$ cat config.mk
export PLATFORM = sky130hd
export DESIGN_NAME = dt_scan_ctrl_flat
export DESIGN_NICKNAME = d
export VERILOG_FILES = /design/src/rtl/dt_scan_ctrl_if.sv /design/src/rtl/dt_scan_ctrl.sv /design/src/flat_wrapper.sv
export SDC_FILE = /design/constraint.sdc
export NUM_CORES = 1
export LEC_CHECK = 0
export BUFFER_PORTS_ARGS = -buffer_cell sky130_fd_sc_hd__buf_4
export CAP_MARGIN = 15
export CORE_UTILIZATION = 40
export CTS_CLUSTER_DIAMETER = 100
export CTS_CLUSTER_SIZE = 14
export DETAILED_ROUTE_END_ITERATION = 7
export PLACE_DENSITY = 0.67
export SYNTH_ARGS = -nofsm -noshare
export SYNTH_HDL_FRONTEND = slang
export SYNTH_SLANG_ARGS = --single-unit
$ cat constraint.sdc
create_clock -name clk -period 2.3 [get_ports clk]
set_clock_uncertainty 0.2 [all_clocks]
set_input_delay 0.46 -clock clk [delete_from_list [all_inputs] [get_ports clk]]
set_output_delay 0.46 -clock clk [all_outputs]
set_load 0.005 [all_outputs]
$ cat src/rtl/dt_scan_ctrl_if.sv
// Bus interface between the system bridge and the display-tube scan controller.
// The bridge side drives address, byte enables and store data and receives read data.
interface dt_scan_ctrl_if;
    logic [31:0] addr;
    logic [3:0]  byteEn;
    logic [31:0] wdata;
    logic [31:0] rdata;

    modport master (
        output addr,
        output byteEn,
        output wdata,
        input  rdata
    );

    modport slave (
        input  addr,
        input  byteEn,
        input  wdata,
        output rdata
    );
endinterface

$ cat src/rtl/dt_scan_ctrl.sv
// Seven-segment display tube controller: DATA/CTRL registers written over the
// bridge bus, plus a free-running scan that multiplexes eight active-low digits.
module dt_scan_ctrl #(
    parameter int SCAN_DIV = 50000,
    parameter int DIGITS   = 8
) (
    input  logic               clk,
    input  logic               reset,
    dt_scan_ctrl_if.slave      bus,
    output logic [7:0]         sel_n,
    output logic [7:0]         seg_n
);

    localparam int CNT_W = $clog2(SCAN_DIV);
    localparam int IDX_W = $clog2(DIGITS);
    localparam logic [CNT_W-1:0] CNT_LAST = CNT_W'(SCAN_DIV - 1);
    localparam logic [IDX_W-1:0] IDX_LAST = IDX_W'(DIGITS - 1);

    logic [31:0]      data;
    logic [15:0]      ctrl;
    logic [CNT_W-1:0] cnt;
    logic [IDX_W-1:0] idx;

    logic       scan_wrap;
    logic [7:0] en_mask;
    logic [7:0] dp_mask;
    logic [3:0] cur_nibble;
    logic       cur_en;
    logic       cur_dp;
    logic       unused_addr_bits;

    // Seven-segment code for one hex nibble, gfedcba, active-low.
    function automatic logic [6:0] hexcode(input logic [3:0] nib);
        logic [6:0] code;
        case (nib)
            4'h0: code = 7'h40;
            4'h1: code = 7'h79;
            4'h2: code = 7'h24;
            4'h3: code = 7'h30;
            4'h4: code = 7'h19;
            4'h5: code = 7'h12;
            4'h6: code = 7'h02;
            4'h7: code = 7'h78;
            4'h8: code = 7'h00;
            4'h9: code = 7'h10;
            4'hA: code = 7'h08;
            4'hB: code = 7'h03;
            4'hC: code = 7'h46;
            4'hD: code = 7'h21;
            4'hE: code = 7'h06;
            default: code = 7'h0E;
        endcase
        return code;
    endfunction

    assign scan_wrap  = (cnt == CNT_LAST);
    assign en_mask    = ctrl[7:0];
    assign dp_mask    = ctrl[15:8];
    assign cur_nibble = data[{idx, 2'b00} +: 4];
    assign cur_en     = en_mask[idx];
    assign cur_dp     = dp_mask[idx];

    // Only addr[2] selects a register; the remaining bits are decoded upstream.
    assign unused_addr_bits = &{1'b0, bus.addr[31:3], bus.addr[1:0]};

    // Read mux: upper half of CTRL has no storage and reads as zero.
    assign bus.rdata = bus.addr[2] ? {16'b0, ctrl} : data;

    // Register file: per-byte writes into DATA or the implemented low half of CTRL.
    always_ff @(posedge clk) begin
        if (reset) begin
            data <= 32'h0000_0000;
            ctrl <= 16'h00FF;
        end else if (!bus.addr[2]) begin
            for (int i = 0; i < 4; i++) begin
                if (bus.byteEn[i]) data[8*i +: 8] <= bus.wdata[8*i +: 8];
            end
        end else begin
            for (int i = 0; i < 2; i++) begin
                if (bus.byteEn[i]) ctrl[8*i +: 8] <= bus.wdata[8*i +: 8];
            end
        end
    end

    // Scan divider: hold each digit for SCAN_DIV cycles, then step to the next one.
    always_ff @(posedge clk) begin
        if (reset) begin
            cnt <= '0;
            idx <= '0;
        end else if (scan_wrap) begin
            cnt <= '0;
            idx <= (idx == IDX_LAST) ? '0 : idx + 1'b1;
        end else begin
            cnt <= cnt + 1'b1;
        end
    end

    // Registered board drive built from the pre-edge digit index and register contents.
    always_ff @(posedge clk) begin
        if (reset) begin
            sel_n <= 8'hFF;
            seg_n <= 8'hFF;
        end else begin
            sel_n <= ~(8'b1 << idx);
            seg_n <= {~(cur_en & cur_dp), cur_en ? hexcode(cur_nibble) : 7'h7F};
        end
    end

endmodule
$ cat src/flat_wrapper.sv
// flat-port wrapper written by rule: the top's interface ports become plain ports
module dt_scan_ctrl_flat 
#(
    parameter int SCAN_DIV = 50000,
    parameter int DIGITS   = 8
)
  (clk, reset, sel_n, seg_n, bus_addr, bus_byteEn, bus_wdata, bus_rdata);
  dt_scan_ctrl_if bus_i ();
  input  logic clk;
  input  logic reset;
  output logic [7:0] sel_n;
  output logic [7:0] seg_n;
  input wire logic [$bits(bus_i.addr)-1:0] bus_addr;
  input wire logic [$bits(bus_i.byteEn)-1:0] bus_byteEn;
  input wire logic [$bits(bus_i.wdata)-1:0] bus_wdata;
  output wire logic [$bits(bus_i.rdata)-1:0] bus_rdata;
  assign bus_i.addr = bus_addr;
  assign bus_i.byteEn = bus_byteEn;
  assign bus_i.wdata = bus_wdata;
  assign bus_rdata = bus_i.rdata;
  dt_scan_ctrl #(.SCAN_DIV(SCAN_DIV), .DIGITS(DIGITS)) u_core (.clk(clk), .reset(reset), .bus(bus_i), .sel_n(sel_n), .seg_n(seg_n));
endmodule
==> metrics.yaml <==
required_ns: 2.30
ant_nets: 0
status: "finished clean"
final_common_cell: "buf_4"
cts_tree: "yes"
drt_iter0_markers: 120
nets: 588
cts_buffer_depth: 2
critPathLaunchType: "flop"
hpwlAfterDp_mm: 6.75
slew_headroom: 0.359
min_path_type: "input port to flop"
cpMaxStageDelayCell: "mux4_2"
hold_viol: 0
cts-root-buf: "clkbuf_8"
syn_avg_cell_area_um2: 9.47
rsz0062_at_grt: "true"
cts_sinks: 83
grt_pass1_vias: 3183
htreeDepth: 3
gr-usage-all-layers: 0.192
synthCells: 415
swShare: 0.261
io_buffers: 86
die_area_mm2: 0.0102
fmax_mhz: 445
dr.pass1.iters: 5
synth_edf_count: 0
drv_slew: 0
stdcell_count: 639
drive_above_1_share: 0.322
timing.final.crit_share: 0.977
num-fill-cells: 868
grt_pass1_wl_mm: 15.2
setup_viol: 0
ys_seq_area_frac: 0.423
syn_area_mm2: 0.00393
synth.top_cell.area_share: 0.423
io-pin-count: 118
yosys_warnings: 0
antenna_found_initial: 0
cp_top_family: "multiplexers"
drcViolationCount: 0
powerDensity_mw_per_mm2: 586
overflow: 0
max-cap-violations: 0
max_stage_delay_ns: 0.50
crit_arrival_ns: 2.24
place_congestion: 0.833
ys_async_sr_fraction: 0
core_mm2: 0.00937
area_growth_pct: 27.5
ys_ff_latch: 83
hold_slack_ns: 0.138
ir_worst_vdd_v: 0.000474
p_leak_nw: 2.10
seq_power_share: 0.523
clk_latency_ns: 0.35
p_int_mw: 2.17
cp-end-kind: "flop"
layout_common_cells: "101 x buf_4, 82 x dfxtp_1, 50 x nor2_1, 48 x nand2_1, 30 x mux2i_1"
cp_cell_sequence: "buf_6 > mux4_2 > mux2_4 > inv_1 > ha_1 > a21oi_2 > o221ai_1"
wirelength_mm: 9.34
fin_crit_ns: 2.25
crit_buf_inv: 2
vias_per_cell: 5.08
criticalPathCategory: "flop to flop"
antennaDiodeCount: 0
ys_types: 37
clkPwrFrac: 0.346
start_util: 0.419
finalSetupTns_ns: 0
syn-num-nets: 498
routedWlPerCell_um: 14.6
die_width_um: 101
cts.clk_slew.worst_paths_ns: 0.09
vias: 3248
rows: 35
worstPathMaxFanout: 4
pwr-share-comb: 0.131
die_y_um: 101
ys_top_cells_by_area: "dfxtp_1 42%, mux2i_1 7.6%, mux4_2 5.7%"
worst_slew_pin_slew_ns: 0.959
numCtsBuffers: 9
power.switching_uw: 768
yosys.area.top_type: "dfxtp_1"
grt_max_degree: 58
dp_cells: 621
ys.flop_type: "dfxtp_1"
-- cell families (layout without fill, tap and decap cells) --
| group | count (synthesis) | in the layout | share of synthesized area |
|---|---|---|---|
| compound gates | 41 | 41 | 0.0703 |
| fa+ha+maj | 13 | 13 | 0.0414 |
| buf+inv | 37 | 132 | 0.0426 |
| simple gates | 167 | 167 | 0.198 |
| flops | 83 | 83 | 0.423 |
| mux | 60 | 60 | 0.194 |
| xor+xnor | 14 | 14 | 0.0312 |
-- final cells by class --
class | count | area (um^2) | area share
Inverter | 10 | 37.5 | 0.00749
Tap cell | 129 | 161 | 0.0322
Multi-Input combinational cell | 295 | 2130 | 0.424
Clock inverter | 5 | 41.3 | 0.00824
Timing Repair Buffer | 106 | 832 | 0.166
Sequential cell | 83 | 1660 | 0.332
Clock buffer | 11 | 151 | 0.0302
-- state kept, by name, summed over array words and instances (netlist names) --
register and cells:
u_core.sel_n 8, u_core.ctrl 16, u_core.cnt 16, u_core.idx 3
u_core.seg_n 8, u_core.data 32
-- what timing repair did --
| action | 4_1_cts | 5_1_grt |
|---|---|---|
| setup endpoints to repair | 5 | 6 |
| gates resized for setup | 3 | 9 |
| pin swaps | 0 | 6 |
| setup buffers | 0 | 2 |
| hold buffers | 0 | 0 |
-- per-stage QoR --
stage / setup slack (ns) / area (um^2) / power [mW] / utilization
after floorplan: 0.000994 / 3930 / 1.77 / -
after global placement: -0.0168 / 4770 / 1.94 / 0.509
after detailed placement: -0.0419 / 4770 / 1.95 / 0.509
after CTS: 0.0114 / 4970 / 2.96 / 0.530
after global routing: -0.0375 / 5010 / 3.08 / 0.535
final: 0.0523 / 5010 / 2.94 / 0.535
-- path summary, 6_finish.rpt --
kind	start	end	slack (ns)	cells past startpoint
setup reg to reg	u_core.idx[0]	u_core.seg_n[1]	0.05	7
setup / recovery	u_core.idx[0]	u_core.seg_n[1]	0.05	7
hold / removal	bus_wdata[29]	u_core.data[29]	0.14	3
hold reg to reg	u_core.data[9]	u_core.data[9]	0.27	2
-- routing by layer --
| layer | global-route usage | routed length [um] | up-vias |
|---|---|---|---|
| met5 | 0 | 0 | - |
| met4 | 0.0569 | 99 | 0 |
| met3 | 0.0497 | 497 | 10 |
| met2 | 0.309 | 4420 | 88 |
| met1 | 0.253 | 4320 | 1552 |
| li1 | - | - | 1598 |
-- power groups by stage --
stage               logic (mW)  clock network [mW]  registers, mW
floorplan                0.208                   0           1.56
detailed placement       0.377                   0           1.57
global placement         0.372                   0           1.57
CTS                      0.380                1.05           1.54
finish                   0.385                1.02           1.54
global route             0.421                1.12           1.54
-- Yosys cell counts, types with 2 or more instances --
library cell	n
mux2i_1	30
nand2_1	49
inv_1	8
xor2_1	8
nand2b_1	5
nand3_1	16
and3_1	10
mux4_2	10
a211o_1	8
clkbuf_1	17
nor2_1	50
nor3_1	6
buf_1	2
nor4b_1	2
a21oi_1	20
buf_6	3
buf_2	5
o21ai_1	2
xnor2_1	6
dfxtp_1	83
nor2b_1	21
a211oi_1	2
or3_1	2
ha_1	13
mux2_2	19
o221ai_1	5
nand4_1	3
-- worst reg2reg max path, stage by stage (launching register included) --
cell and delay, ns:
dfxtp_2 0.36, buf_6 0.13, mux4_2 0.50, mux2_4 0.31, inv_1 0.08, ha_1 0.26
a21oi_2 0.13, o221ai_1 0.13
Note: power is estimated with default switching activity, not from simulation.
